===== src/rtl/main_fsm_pkg.sv =====
`default_nettype none
// +----------------------------------------------------------------------+
// | Module   : main_fsm_pkg                                              |
// | Brief    : Shared types and encodings for the multicycle RISC-V      |
// |            main control FSM. Optional macro: MAIN_FSM_JALR_EN        |
// |            (adds the JALRADR state).                                 |
// | Revision : 1.0 - initial release                                     |
// +----------------------------------------------------------------------+
package main_fsm_pkg;

    // Controller states, explicitly encoded in 4 bits
    typedef enum logic [3:0] {
        S_FETCH    = 4'd0,
        S_DECODE   = 4'd1,
        S_MEMADR   = 4'd2,
        S_MEMREAD  = 4'd3,
        S_MEMWB    = 4'd4,
        S_MEMWRITE = 4'd5,
        S_EXECR    = 4'd6,
        S_EXECI    = 4'd7,
        S_ALUWB    = 4'd8,
        S_BEQ      = 4'd9,
        S_JAL      = 4'd10
`ifdef MAIN_FSM_JALR_EN
        ,
        S_JALRADR  = 4'd11
`endif
    } state_t;

    // Opcode field values
    localparam logic [6:0] OP_LOAD   = 7'b0000011;
    localparam logic [6:0] OP_STORE  = 7'b0100011;
    localparam logic [6:0] OP_R      = 7'b0110011;
    localparam logic [6:0] OP_I      = 7'b0010011;
    localparam logic [6:0] OP_BRANCH = 7'b1100011;
    localparam logic [6:0] OP_JAL    = 7'b1101111;
    localparam logic [6:0] OP_JALR   = 7'b1100111;

    // ALUOp encodings consumed by the ALU decoder
    localparam logic [1:0] ALUOP_ADD   = 2'b00;
    localparam logic [1:0] ALUOP_SUB   = 2'b01;
    localparam logic [1:0] ALUOP_FUNCT = 2'b10;

    // Result multiplexer selects
    localparam logic [1:0] RES_ALUOUT    = 2'b00;
    localparam logic [1:0] RES_DATA      = 2'b01;
    localparam logic [1:0] RES_ALURESULT = 2'b10;

    // ALU operand A selects
    localparam logic [1:0] SRCA_PC    = 2'b00;
    localparam logic [1:0] SRCA_OLDPC = 2'b01;
    localparam logic [1:0] SRCA_RS1   = 2'b10;

    // ALU operand B selects
    localparam logic [1:0] SRCB_RS2  = 2'b00;
    localparam logic [1:0] SRCB_IMM  = 2'b01;
    localparam logic [1:0] SRCB_FOUR = 2'b10;

    // Raw per-state control word, before reset / ready qualification
    typedef struct packed {
        logic       pc_update;
        logic       branch;
        logic       reg_write;
        logic       mem_write;
        logic       ir_write;
        logic       adr_src;
        logic [1:0] result_src;
        logic [1:0] alu_src_a;
        logic [1:0] alu_src_b;
        logic [1:0] alu_op;
    } ctrl_t;

endpackage
`default_nettype wire


===== src/rtl/main_fsm_out.sv =====
`default_nettype none
// +----------------------------------------------------------------------+
// | Module   : main_fsm_out                                              |
// | Brief    : Combinational decoder from controller state to raw        |
// |            datapath control word. Optional macro: MAIN_FSM_JALR_EN.  |
// | Revision : 1.0 - initial release                                     |
// +----------------------------------------------------------------------+
module main_fsm_out
    import main_fsm_pkg::*;
(
    input  state_t state,
    output ctrl_t  ctrl
);

    // Per-state control decode; unlisted fields stay at zero
    always_comb begin
        ctrl = '0;
        case (state)
            S_FETCH: begin
                ctrl.ir_write   = 1'b1;
                ctrl.pc_update  = 1'b1;
                ctrl.adr_src    = 1'b0;
                ctrl.alu_src_a  = SRCA_PC;
                ctrl.alu_src_b  = SRCB_FOUR;
                ctrl.alu_op     = ALUOP_ADD;
                ctrl.result_src = RES_ALURESULT;
            end
            S_DECODE: begin
                // Precompute branch/jump target into ALUOut
                ctrl.alu_src_a = SRCA_OLDPC;
                ctrl.alu_src_b = SRCB_IMM;
                ctrl.alu_op    = ALUOP_ADD;
            end
            S_MEMADR: begin
                ctrl.alu_src_a = SRCA_RS1;
                ctrl.alu_src_b = SRCB_IMM;
                ctrl.alu_op    = ALUOP_ADD;
            end
            S_MEMREAD: begin
                ctrl.adr_src = 1'b1;
            end
            S_MEMWB: begin
                ctrl.result_src = RES_DATA;
                ctrl.reg_write  = 1'b1;
            end
            S_MEMWRITE: begin
                ctrl.adr_src   = 1'b1;
                ctrl.mem_write = 1'b1;
            end
            S_EXECR: begin
                ctrl.alu_src_a = SRCA_RS1;
                ctrl.alu_src_b = SRCB_RS2;
                ctrl.alu_op    = ALUOP_FUNCT;
            end
            S_EXECI: begin
                ctrl.alu_src_a = SRCA_RS1;
                ctrl.alu_src_b = SRCB_IMM;
                ctrl.alu_op    = ALUOP_FUNCT;
            end
            S_ALUWB: begin
                ctrl.result_src = RES_ALUOUT;
                ctrl.reg_write  = 1'b1;
            end
            S_BEQ: begin
                ctrl.alu_src_a  = SRCA_RS1;
                ctrl.alu_src_b  = SRCB_RS2;
                ctrl.alu_op     = ALUOP_SUB;
                ctrl.result_src = RES_ALUOUT;
                ctrl.branch     = 1'b1;
            end
            S_JAL: begin
                // PC takes the target from ALUOut while ALU forms OldPC+4
                ctrl.alu_src_a  = SRCA_OLDPC;
                ctrl.alu_src_b  = SRCB_FOUR;
                ctrl.alu_op     = ALUOP_ADD;
                ctrl.result_src = RES_ALUOUT;
                ctrl.pc_update  = 1'b1;
            end
`ifdef MAIN_FSM_JALR_EN
            S_JALRADR: begin
                ctrl.alu_src_a = SRCA_RS1;
                ctrl.alu_src_b = SRCB_IMM;
                ctrl.alu_op    = ALUOP_ADD;
            end
`endif
            default: begin
                ctrl = '0;
            end
        endcase
    end

endmodule
`default_nettype wire


===== src/rtl/main_fsm.sv =====
`default_nettype none
// +----------------------------------------------------------------------+
// | Module   : main_fsm                                                  |
// | Brief    : Multicycle RISC-V main control FSM. Holds the state       |
// |            register and next-state logic, and qualifies the decoded  |
// |            enables with reset and the memory ready handshake.        |
// |            Optional macro: MAIN_FSM_JALR_EN (JALR support).          |
// | Revision : 1.0 - initial release                                     |
// +----------------------------------------------------------------------+
module main_fsm
    import main_fsm_pkg::*;
(
    input  logic       clk,
    input  logic       rst,
    input  logic [6:0] op,
    input  logic       mem_ready,
    output logic       PCUpdate,
    output logic       Branch,
    output logic       RegWrite,
    output logic       MemWrite,
    output logic       IRWrite,
    output logic       AdrSrc,
    output logic [1:0] ResultSrc,
    output logic [1:0] ALUSrcA,
    output logic [1:0] ALUSrcB,
    output logic [1:0] ALUOp,
    output logic       illegal_op
);

    state_t r_state;
    state_t w_next_state;
    logic   w_illegal;
    logic   w_fetch_gate;
    ctrl_t  w_ctrl;

    // State register; reset returns to FETCH immediately
    always_ff @(posedge clk or posedge rst) begin
        if (rst) begin
            r_state <= S_FETCH;
        end else begin
            r_state <= w_next_state;
        end
    end

    // Next-state logic; op is only looked at in DECODE and MEMADR
    always_comb begin
        w_next_state = r_state;
        w_illegal    = 1'b0;
        case (r_state)
            S_FETCH:    if (mem_ready) w_next_state = S_DECODE;
            S_DECODE: begin
                case (op)
                    OP_LOAD,
                    OP_STORE:  w_next_state = S_MEMADR;
                    OP_R:      w_next_state = S_EXECR;
                    OP_I:      w_next_state = S_EXECI;
                    OP_BRANCH: w_next_state = S_BEQ;
                    OP_JAL:    w_next_state = S_JAL;
`ifdef MAIN_FSM_JALR_EN
                    OP_JALR:   w_next_state = S_JALRADR;
`endif
                    default: begin
                        w_next_state = S_FETCH;
                        w_illegal    = 1'b1;
                    end
                endcase
            end
            S_MEMADR:   w_next_state = op[5] ? S_MEMWRITE : S_MEMREAD;
            S_MEMREAD:  if (mem_ready) w_next_state = S_MEMWB;
            S_MEMWB:    w_next_state = S_FETCH;
            S_MEMWRITE: if (mem_ready) w_next_state = S_FETCH;
            S_EXECR:    w_next_state = S_ALUWB;
            S_EXECI:    w_next_state = S_ALUWB;
            S_ALUWB:    w_next_state = S_FETCH;
            S_BEQ:      w_next_state = S_FETCH;
            S_JAL:      w_next_state = S_ALUWB;
`ifdef MAIN_FSM_JALR_EN
            S_JALRADR:  w_next_state = S_JAL;
`endif
            default:    w_next_state = S_FETCH;
        endcase
    end

    main_fsm_out u_out (
        .state (r_state),
        .ctrl  (w_ctrl)
    );

    // FETCH only commits the instruction once memory returns it
    assign w_fetch_gate = (r_state != S_FETCH) || mem_ready;

    // Enables are suppressed while reset is high; selects pass straight through
    always_comb begin
        PCUpdate   = !rst && w_ctrl.pc_update && w_fetch_gate;
        IRWrite    = !rst && w_ctrl.ir_write && w_fetch_gate;
        Branch     = !rst && w_ctrl.branch;
        RegWrite   = !rst && w_ctrl.reg_write;
        MemWrite   = !rst && w_ctrl.mem_write;
        illegal_op = !rst && w_illegal;
        AdrSrc     = w_ctrl.adr_src;
        ResultSrc  = w_ctrl.result_src;
        ALUSrcA    = w_ctrl.alu_src_a;
        ALUSrcB    = w_ctrl.alu_src_b;
        ALUOp      = w_ctrl.alu_op;
    end

endmodule
`default_nettype wire


===== config.mk =====
export PLATFORM = sky130hd
export DESIGN_NAME = main_fsm
export DESIGN_NICKNAME = d
export VERILOG_FILES = /design/src/rtl/main_fsm_pkg.sv /design/src/rtl/main_fsm_out.sv /design/src/rtl/main_fsm.sv
export SDC_FILE = /design/constraint.sdc
export NUM_CORES = 1
export LEC_CHECK = 0
export BUFFER_PORTS_ARGS = -buffer_cell sky130_fd_sc_hd__buf_2
export CAP_MARGIN = 15
export CORE_AREA = 2 2 39 41
export DETAILED_ROUTE_END_ITERATION = 12
export DIE_AREA = 0 0 41 43
export HOLD_SLACK_MARGIN = 0.06
export PLACE_DENSITY = 0.7
export SLEW_MARGIN = 20
export SYNTH_ARGS = -nofsm -noshare
export SYNTH_HDL_FRONTEND = slang
export SYNTH_SLANG_ARGS = --single-unit
export TNS_END_PERCENT = 1

===== constraint.sdc =====
create_clock -name clk -period 3.3 [get_ports clk]
set_clock_uncertainty 0.15 [all_clocks]
set_input_delay 0.165 -clock clk [delete_from_list [all_inputs] [get_ports clk]]
set_output_delay 0.165 -clock clk [all_outputs]
set_load 0.005 [all_outputs]

Word-level counts from Yosys, hierarchy flattened
Index checks and enable logic that the tools add are counted.

word-level totals
  register bits = 4
  output and inout port bits = 15
  word-level logic and storage cells = 55
  bits of input ports = 10

operators by class
  reductions and logical operators = 19
  muxes and demuxes = 16
  equality and inequality tests = 19

operators with widths
  cell                                                  count
  case mux 6 bit (7 select lines)                       1
  case mux 4 bit (6 select lines)                       1
  case mux 4 bit (5 select lines)                       1
  equality test 4 x 3 -> 1 bit (second input constant)  4
  equality test 7 x 6 -> 1 bit (second input constant)  2
  equality test 7 bit (second input constant)           2
  equality test 4 bit (second input constant)           3
  two-way mux 4 bit                                     3
  equality test 4 x 2 -> 1 bit (second input constant)  2
  logical AND 1 bit                                     8
  two-way mux 1 bit                                     8
  OR reduction 2 bit                                    4
  equality test 7 x 2 -> 1 bit (second input constant)  1
  equality test 7 x 5 -> 1 bit (second input constant)  1
  inequality test 2 bit (second input constant)         3
  OR reduction 6 bit                                    1
  equality test 4 x 1 -> 1 bit (second input constant)  1
  zero test 4 bit                                       1
  case mux 2 bit (2 select lines)                       1
  nonzero test 4 bit                                    1
  two-way mux 3 bit                                     1
  AND reduction 3 bit                                   1
  OR reduction 3 bit                                    1
  zero test 1 bit                                       1
  logical OR 1 bit                                      1

Logic depth before layout (Yosys ltp)
Gate-level depths: netlist of run 1.

  depth after elaboration = 5
  gate-level depth with buffers = 5
  depth with buffers taken out = 4

Hierarchy
From an unflattened synthesis of run 1, not the netlist that was laid out.

second synthesis, totals
  cells, all modules = 86
  area total of the unflattened synthesis = 635.6 um^2

by module, submodules not included
  module        area each (um^2)  instances  cells an instance  sequential area each (um^2)
  main_fsm      406.6             1          56                 100.1
  main_fsm_out  229.0             1          30                 0.0

Worst setup path before layout of run 1
No wires, ideal clock.

  kind = flip-flop to output port
  from = register r_state[3]
  to = output port IRWrite
  buffers on the path = 0
  stages on the path, launching flop included = 4
  slack = 1.882 ns
  data required time = 2.985 ns
  arrival = 1.103 ns
  path through = dfrtp_1 > or2_2 > nor3_1 > and3_1

on the way
  cells in the longest elaborated chain, start to end = 4
  elaborated cells on any way between the ends = 6
  classes of those cells = 1 x mux; 5 x reduce/logical

ends and longest elaborated chain
  item                    RTL line            RTL
  start, declared         main_fsm.sv:30      state_t r_state;
  start signal, assigned  main_fsm.sv:41      r_state <= w_next_state;
  zero test 4 bit         main_fsm_out.sv:18  case (state)
  two-way mux 1 bit       main_fsm_out.sv:18
  logical AND 1 bit       main_fsm.sv:95      IRWrite = !rst && w_ctrl.ir_write && w_fetch_gate;
  logical AND 1 bit *     main_fsm.sv:95
  end, declared           main_fsm.sv:21      output logic IRWrite,

Mark *: on every way between the ends. The rest lies on a longest branch, timed or not.

Final worst setup path of run 1
  from = register r_state[3]
  to = output port RegWrite

on the way
  cells in the longest elaborated chain, start to end = 4
  elaborated cells on any way between the ends = 5
  classes of those cells = 2 x eq/ne; 1 x mux; 2 x reduce/logical

ends and longest elaborated chain
  item                                                                 RTL line            RTL
  equality test 4 bit or equality test 4 x 3 -> 1 bit (tied branches)  main_fsm_out.sv:18
  OR reduction 2 bit (no line) *                                       --
  two-way mux 1 bit *                                                  main_fsm_out.sv:18
  logical AND 1 bit *                                                  main_fsm.sv:97      RegWrite = !rst && w_ctrl.reg_write;
  end, declared                                                        main_fsm.sv:19      output logic RegWrite,

Marked as above.

==> impl_metrics.json, run 1 <==
{
  "clk_latency_ns": 0.23,
  "die_area_mm2": 0.00176,
  "pre_cts_slack_ns": 1.61,
  "rrSetupSlack_ns": 1.68,
  "antenna_found_initial": 0,
  "clk_pin_slew_worst_paths_ns": 0.04,
  "grt_pass1_wl_um": 2110,
  "largest-register": "r_state",
  "p_sw_uw": 57.8,
  "cts_buffers": 3,
  "hp-class": "input pin to register",
  "vias": 601,
  "fill_cells": 143,
  "fin_nets": 108,
  "routed_wl_um": 1350,
  "startpoint_type": "register",
  "cp_data_arrival_time_ns": 1.64,
  "end_kind": "output pin",
  "p_per_area_mw_per_mm2": 257,
  "port_buffers": 24,
  "final_cell_mix": "buf_2 (24), nor2_1 (10), nor3_1 (8)",
  "drtIter0Drc": 4,
  "ir_drop_mv": 0.152,
  "drt_first_pass_iters": 3,
  "antenna_cells": 0,
  "drc_errors": 0,
  "ys_seq_area_share_pct": 18.5,
  "synth_seq_cells": 4,
  "largest_reg_flops": 4,
  "hold_viol_final": 0,
  "synthArstFlopShare_pct": 100,
  "grt_max_degree": 16,
  "drv_cap": 0,
  "synth_cell_types": 32,
  "status": "finished, final reports clean",
  "relSlewSlack_pct": 68.0,
  "power.share.clock_pct": 33.6,
  "grtUsageTotal_pct": 17.4,
  "switching_share_pct": 32.7,
  "place.gp.congestion": 0.821,
  "setup_tns_ns": 0,
  "synth_warnings": 0,
  "cp.required_ns": 2.98,
  "cts_resized": 0,
  "final.setup.worst_slack_ns": 1.34,
  "grt_pass1_vias": 489,
  "syn-cell-area_um2": 542,
  "timing.final.max_slew_violations": 0,
  "synth_enable_flop_cells": 0,
  "die-width_um": 41,
  "avgSynthCellArea_um2": 7.42,
  "die_y_um": 43,
  "cp_max_fo": 15,
  "final_common_cell": "buf_2",
  "avgRoutedWirePerCell_um": 12.1,
  "cellLeakagePower_nw": 0.329,
  "synth_flop_cell": "dfrtp_1",
  "core_area_mm2": 0.00138,
  "cell_internal_pwr_uw": 119,
  "postSynthCellCount": 73,
  "p_seq_share_pct": 33.9,
  "drive_gt1_share_pct": 35.4,
  "hpwl_um": 1040,
  "post_drt_via_cell_ratio": 5.37,
  "root_buffer": "clkbuf_4",
  "pwr-share-comb_pct": 32.5,
  "rsz0062_at_grt": "no",
  "max_freq_ghz": 0.511,
  "worstMarginPinSlew_ns": 0.480,
  "grt-ovfl-total": 0,
  "p_total_uw": 177,
  "setup_viol": 0,
  "largestRegisters": "r_state: 4 flops",
  "cts_tree": "built",
  "ant_nets": 0,
  "critPathKind": "register to output pin",
  "io_pins": 25,
  "cts.htree.levels": 1,
  "fin_crit_sh_pct": 59.3,
  "cts.sinks": 4,
  "initial_utilization_pct": 39.2,
  "std_cell_rows": 14,
  "synth_fp_nets": 83,
  "ctsLongestPathBuffers": 2,
  "syn2layout_area_growth_pct": 27.3,
  "fin_crit_ns": 1.96
}
-- what timing repair did --
action | 4_1_cts | 5_1_grt
hold buffers | 1 | 0
buffers inserted | 0 | 0
hold endpoints to repair | 4 | 0
-- cells in the mapped netlist (2+ instances only) --
library cell	n	area share, %
inv_1	3	2.1
nand2b_1	5	5.8
buf_2	5	4.6
nor4_1	2	2.3
nand2_1	3	2.1
a21oi_1	4	3.7
nor3_1	8	7.4
nor2_1	10	6.9
dfrtp_1	4	18
xnor2_1	2	3.2
o21ai_0	6	5.5
-- through the flow --
step	area [um2]	hold slack [ns]	std cells	utilization, %
4_1_cts	689	0.183	112	49.8
2_1_floorplan	542	-0.214	73	-
3_3_place_gp	657	-0.0427	108	47.5
6_report	689	0.192	112	49.8
3_5_place_dp	657	-0.0410	108	47.5
5_1_grt	689	0.202	112	49.8
-- layer usage --
metal	GRT usage, %	wire, um	vias up
met4	8.00	0	0
met2	23.8	655	13
met1	25.5	640	269
met5	0	0	-
met3	3.14	55	0
li1	-	-	319
-- cell families (layout without fill, tap and decap cells) --
| kind of cell | count (synthesis) | count (layout) | synth area share (%) |
|---|---|---|---|
| muxes | 2 | 2 | 3.93 |
| xor gates and xnor gates | 3 | 3 | 4.85 |
| buffers and inverters | 8 | 31 | 6.70 |
| DFF | 4 | 4 | 18.5 |
| AOI/OAI and AO/OA | 20 | 20 | 26.1 |
| and+or+nand+nor | 36 | 36 | 40.0 |
-- final cells by class --
| class | instances | area [um2] | share of cell area, % |
|---|---|---|---|
| Timing Repair Buffer | 25 | 130 | 18.9 |
| Multi-Input combinational cell | 61 | 405 | 58.8 |
| Sequential cell | 4 | 100 | 14.5 |
| Tap cell | 16 | 20.0 | 2.90 |
| Clock buffer | 3 | 22.5 | 3.27 |
| Inverter | 3 | 11.3 | 1.63 |
-- final timing paths --
check,start,endpoint,cells past startpoint
worst max-delay path,r_state[3],RegWrite,3
worst min-delay path,op[4],r_state[2],3
worst max register to register,r_state[0],r_state[2],4
worst min register to register,r_state[3],r_state[2],1
max in group asynchronous,rst,r_state[2],3
min in group asynchronous,rst,r_state[3],3
-- worst max-delay path, cell delays in order (launching register included) --
cell and delay [ns]:
dfrtp_1 0.53, nand2b_1 0.31, a2111oi_0 0.39, buf_2 0.18
-- power by group through the flow --
stage                     logic (mW)  clock network [mW]  registers, mW
final                         0.0575              0.0594         0.0599
after global routing          0.0646              0.0675         0.0607
after CTS                     0.0581              0.0641         0.0599
after detailed placement      0.0571                   0         0.0607
after global placement        0.0561                   0         0.0604
after floorplan               0.0382                   0         0.0547
Note: power is estimated with default switching activity, not from simulation.
==> inputs of run 2 (changes only) <==
Clock period 3.3 ns to 1.9 ns, I/O delays scaled along.
==> run 2 against run 1 <==
Sequential share of layout area is 0.33 points lower. Critical endpoint unchanged. Combinational power is 90% higher. Clock power is 70% higher. Global-route usage is 0.34 points lower. First-iteration DRC count is 130% higher. Critical path depth stayed put.
==> impl_metrics.json, run 2 (synthesis gave the netlist of run 1 again) <==
{
  "status": "finished, final reports clean",
  "largest-register": "r_state",
  "drive_gt1_share_pct": 38.4,
  "relSlewSlack_pct": 76.4,
  "slowest_stage": "dfrtp_1",
  "antenna_found_initial": 0,
  "cts_tree": "built",
  "cp.required_ns": 1.65,
  "routed_wl_um": 1430,
  "cellLeakagePower_nw": 0.343,
  "crit_family": "flip-flops",
  "hp-class": "input pin to register",
  "final_cell_mix": "buf_2 (24), nor2_1 (10), nor3_1 (8)",
  "critPathKind": "register to output pin",
  "timing.final.max_slew_violations": 0,
  "ant_nets": 0,
  "hold_viol_final": 0,
  "cts_buffers": 3,
  "fill_cells": 145,
  "ir_drop_mv": 0.334,
  "clk_pin_slew_worst_paths_ns": 0.03,
  "rsz0062_at_grt": "no",
  "post-cts-setup-buffers": 0,
  "core_area_mm2": 0.00138,
  "final_common_cell": "buf_2",
  "grtUsageTotal_pct": 17.0,
  "vias": 636,
  "worstMarginPinSlew_ns": 0.354,
  "initial_utilization_pct": 39.2,
  "crit_buf_inv": 1,
  "drc_errors": 0,
  "die_area_mm2": 0.00176,
  "die_y_um": 43,
  "drtIter0Drc": 9,
  "multi_input_area_um2": 407,
  "ctsLongestPathBuffers": 2,
  "place.gp.congestion": 0.867,
  "grt-ovfl-total": 0,
  "fin_crit_ns": 1.81,
  "cp_max_fo": 11,
  "post_drt_via_cell_ratio": 5.53,
  "path_cells": "nand2b_1 > a2111oi_1 > buf_2",
  "antenna_cells": 0,
  "avgRoutedWirePerCell_um": 12.4,
  "cp_data_arrival_time_ns": 1.57,
  "hpwl_um": 1100,
  "slowest_delay_ns": 0.49,
  "fin_crit_sh_pct": 95.5,
  "cts.sinks": 4,
  "p_per_area_mw_per_mm2": 435,
  "die-width_um": 41,
  "setup_tns_ns": 0,
  "grt_pass1_wl_um": 2140,
  "fin_nets": 111,
  "seqCellArea_um2": 101,
  "port_buffers": 24,
  "pre_cts_slack_ns": 0.308,
  "largestRegisters": "r_state: 4 flops",
  "largest_reg_flops": 4,
  "end_kind": "output pin",
  "max_freq_ghz": 0.551,
  "grt_pass1_vias": 557,
  "grt_max_degree": 14,
  "syn2layout_area_growth_pct": 31.9,
  "clk_latency_ns": 0.23,
  "setup_viol": 0,
  "final.setup.worst_slack_ns": 0.0859,
  "std_cell_rows": 14,
  "drv_cap": 0,
  "cts.htree.levels": 1,
  "root_buffer": "clkbuf_4",
  "drt_first_pass_iters": 4,
  "io_pins": 25,
  "startpoint_type": "register"
}
run 2: cell count changes in the layout (fill, tap and decap cells not counted):
| cell | previous run | this run |
|---|---|---|
| buf_4 | 0 | 3 |
| a2111oi_0 | 1 | 0 |
| a2111oi_1 | 0 | 1 |
| dfrtp_1 | 4 | 3 |
| dfrtp_2 | 0 | 1 |
run 2: metal layers:
metal	wire length, um	vias up	track usage (%)
li1	-	318	-
met1	620	303	19.2
met2	755	15	30.6
met3	53	0	1.57
met4	0	0	6.00
met5	0	-	0
run 2: report_power, final:
group	internal (mW)	total [mW]	switching, mW
registers	0.0893	0.101	0.0114
logic	0.0509	0.109	0.0581
clock network	0.0704	0.101	0.0303
total	0.211	0.310	0.0998
run 2: timing repair:
item / 4_1_cts / 5_1_grt
endpoints found under the setup margin: 0 / 2
hold endpoints to repair: 4 / 0
hold buffers: 1 / 0
gates resized for setup: 0 / 2
run 2: area by class of cell:
cell class	instances	area share, %
multi-input cells	61	56.9
repair buffers	28	21.4
flip-flops and latches	4	14.2
clock buffers	3	3.15
well taps	16	2.80
inverters	3	1.58
run 2: worst reg2reg max path, stage by stage (launching register included):
cell and delay (ns):
dfrtp_1 0.49, nand2b_1 0.29, o21ai_0 0.20, nand2_1 0.09
a211oi_2 0.19
run 2: per-stage QoR:
stage	area [um2]	utilization, %	instances	hold WS (ns)	power, mW
after floorplan	542	-	73	-0.284	0.161
after CTS	712	51.4	115	0.121	0.315
after detailed placement	679	49.1	111	-0.115	0.209
final	714	51.6	115	0.122	0.310
after global placement	679	49.1	111	-0.116	0.207
after global routing	714	51.6	115	0.134	0.335
run 2: path summary, 6_finish.rpt:
check | from | endpoint | slack, ns | cells after the start
worst min-delay path | op[6] | r_state[1] | 0.12 | 3
worst max-delay path | r_state[3] | RegWrite | 0.09 | 3
min in group asynchronous | rst | r_state[2] | 0.20 | 3
max in group asynchronous | rst | r_state[1] | 1.22 | 3
worst max register to register | r_state[3] | r_state[2] | 0.40 | 4
worst min register to register | r_state[3] | r_state[2] | 0.50 | 1
==> inputs of run 3 (changes only) <==
Settings changed: ABC_AREA set to 1, PLACE_DENSITY 0.7 to 0.66.
==> run 3 against run 2 <==
Sequential power up 23%. Hold slack better by 0.025 ns. Synthesized cell count up 26%. Critical endpoint is now illegal_op. Design area down 4.6%. Critical path type unchanged. Synthesized area down 9.7%. Non-clock buffer count down 1. Wire length down 16%.
==> impl_metrics.json, run 3 <==
{
  "cp.required_ns": 1.65,
  "ir_drop_mv": 0.293,
  "worstMarginPinSlew_ns": 0.220,
  "port_buffers": 24,
  "cts.htree.levels": 1,
  "cellLeakagePower_nw": 0.438,
  "post-cts-setup-buffers": 0,
  "synth_top_area_share_pct": 22.3,
  "placed_cell_area_um2": 629,
  "avgRoutedWirePerCell_um": 8.67,
  "setup_tns_ns": 0,
  "std_cell_rows": 14,
  "die_y_um": 43,
  "synth_seq_cells": 4,
  "crit_end": "illegal_op",
  "fin_nets": 134,
  "hpwl_um": 1010,
  "p_per_area_mw_per_mm2": 792,
  "synth_area_leaders": "nand2_1 (22%), dfrtp_1 (20%), nor2_1 (15%)",
  "cp_num_cells": 6,
  "place.gp.congestion": 0.790,
  "clk_pin_slew_worst_paths_ns": 0.04,
  "hp-class": "input pin to register",
  "fin_crit_ns": 1.57,
  "r2r-end": "r_state[2]",
  "cts_hold_buf": 3,
  "grt_pass1_vias": 435,
  "synthArstFlopShare_pct": 100,
  "rrSetupSlack_ns": 0.58,
  "fin_area_um2": 682,
  "antenna_cells": 0,
  "fill_cells": 152,
  "cts.sinks": 4,
  "status": "finished, final reports clean",
  "final_cell_mix": "nand2_1 (29), buf_2 (24), nor2_1 (19)",
  "antenna_found_initial": 0,
  "largest_reg_flops": 4,
  "drtIter0Drc": 13,
  "synth_cell_types": 16,
  "grt_max_degree": 8,
  "hold_viol_final": 0,
  "ctsLongestPathBuffers": 2,
  "yosysMostFrequentCell": "nand2_1",
  "largest-register": "r_state",
  "cp-startpoint": "r_state[1]",
  "drc_errors": 0,
  "drive_gt1_share_pct": 27.9,
  "ant_nets": 0,
  "synth_flop_cell": "dfrtp_1",
  "grtUsageTotal_pct": 14.5,
  "initial_utilization_pct": 35.4,
  "timing.final.max_slew_violations": 0,
  "reg2reg_depth": 6,
  "slowest_delay_ns": 0.43,
  "synth_enable_flop_cells": 0,
  "crit_family": "simple AND/OR/NAND/NOR gates",
  "worstReg2RegStart": "r_state[3]",
  "slowest_stage": "dfrtp_1",
  "largestRegisters": "r_state: 4 flops",
  "rsz0062_at_grt": "no",
  "synth_commonest_cells": "nand2_1 (29), nor2_1 (19), inv_1 (18)",
  "cts_buffers": 3,
  "final_common_cell": "nand2_1",
  "setup_viol": 0,
  "startpoint_type": "register",
  "p_total_uw": 540,
  "cp_max_fo": 7,
  "io_pins": 25,
  "yosys.area.top_type": "nand2_1",
  "grt_pass1_wl_um": 1750,
  "root_buffer": "clkbuf_4",
  "crit_buf_inv": 2,
  "avgSynthCellArea_um2": 5.32,
  "post_drt_via_cell_ratio": 4.44,
  "path_cells": "inv_1 > nand2_2 > nor2_4 > nand4_1 > nor2_1 > buf_2",
  "drv_cap": 0,
  "die_area_mm2": 0.00176,
  "end_kind": "output pin",
  "relSlewSlack_pct": 85.3,
  "vias": 613,
  "syn2layout_area_growth_pct": 39.4,
  "synth_warnings": 0,
  "drt_first_pass_iters": 4,
  "ys_seq_area_share_pct": 20.5,
  "core_area_mm2": 0.00138,
  "grt-ovfl-total": 0,
  "clk_latency_ns": 0.23,
  "syn-cell-area_um2": 489,
  "fin_crit_sh_pct": 82.6,
  "die-width_um": 41,
  "cp_data_arrival_time_ns": 1.32,
  "synth_fp_nets": 102,
  "cts_tree": "built",
  "max_freq_ghz": 0.638,
  "routed_wl_um": 1200,
  "critPathKind": "register to output pin",
  "postSynthCellCount": 92,
  "cts_resized": 0
}
run 3: layout make-up:
class / instances / area [um2] / area share [%]
tap: 16 / 20.0 / 2.94
clock buffer: 3 / 22.5 / 3.30
sequential: 4 / 100 / 14.7
inverter: 19 / 71.3 / 10.5
timing repair buffer: 27 / 150 / 22.0
multi-input combinational: 69 / 318 / 46.6
run 3: per-stage QoR:
stage / setup slack (ns) / hold slack (ns) / std cells / util, %
6_report: 0.331 / 0.147 / 138 / 49.3
4_1_cts: 0.322 / 0.149 / 138 / 49.3
5_1_grt: 0.210 / 0.162 / 138 / 49.3
2_1_floorplan: 0.704 / -0.272 / 92 / -
3_5_place_dp: 0.570 / -0.0924 / 132 / 45.5
3_3_place_gp: 0.601 / -0.0948 / 132 / 45.5
run 3: cells by family after synthesis:
kind of cell | count (synthesis) | synth area share, %
buffers and inverters | 19 | 14.6
flip-flops | 4 | 20.5
AO/OA/AOI/OAI | 3 | 4.35
AND/OR/NAND/NOR | 66 | 60.6
run 3: layer usage:
layer	up-vias	global-route usage, %	wire (um)
li1	343	-	-
met1	253	19.9	556
met2	17	21.3	584
met3	0	3.14	55
met4	0	6.00	0
met5	-	0	0
run 3: report_power, final:
| group | leakage, nW | switching [mW] | internal (mW) |
|---|---|---|---|
| combinational | 0.370 | 0.183 | 0.131 |
| clock | 0.0138 | 0.0317 | 0.0704 |
| sequential | 0.0538 | 0.0236 | 0.101 |
run 3: worst reg2reg max path: cells and delay by family (launching register included):
family	cells	cell delay, ns
DFF	1	0.43
and+or+nand+nor	6	0.63
run 3: worst min path at each step:
stage / startpoint / to / slack, ns / cells after the start
CTS: op[6] / r_state[2] / 0.15 / 6
finish: op[6] / r_state[2] / 0.15 / 6
global placement: rst / r_state[1] / -0.09 / 2
detailed placement: rst / r_state[1] / -0.09 / 2
global route: op[6] / r_state[2] / 0.16 / 6
floorplan: rst / r_state[0] / -0.27 / 1
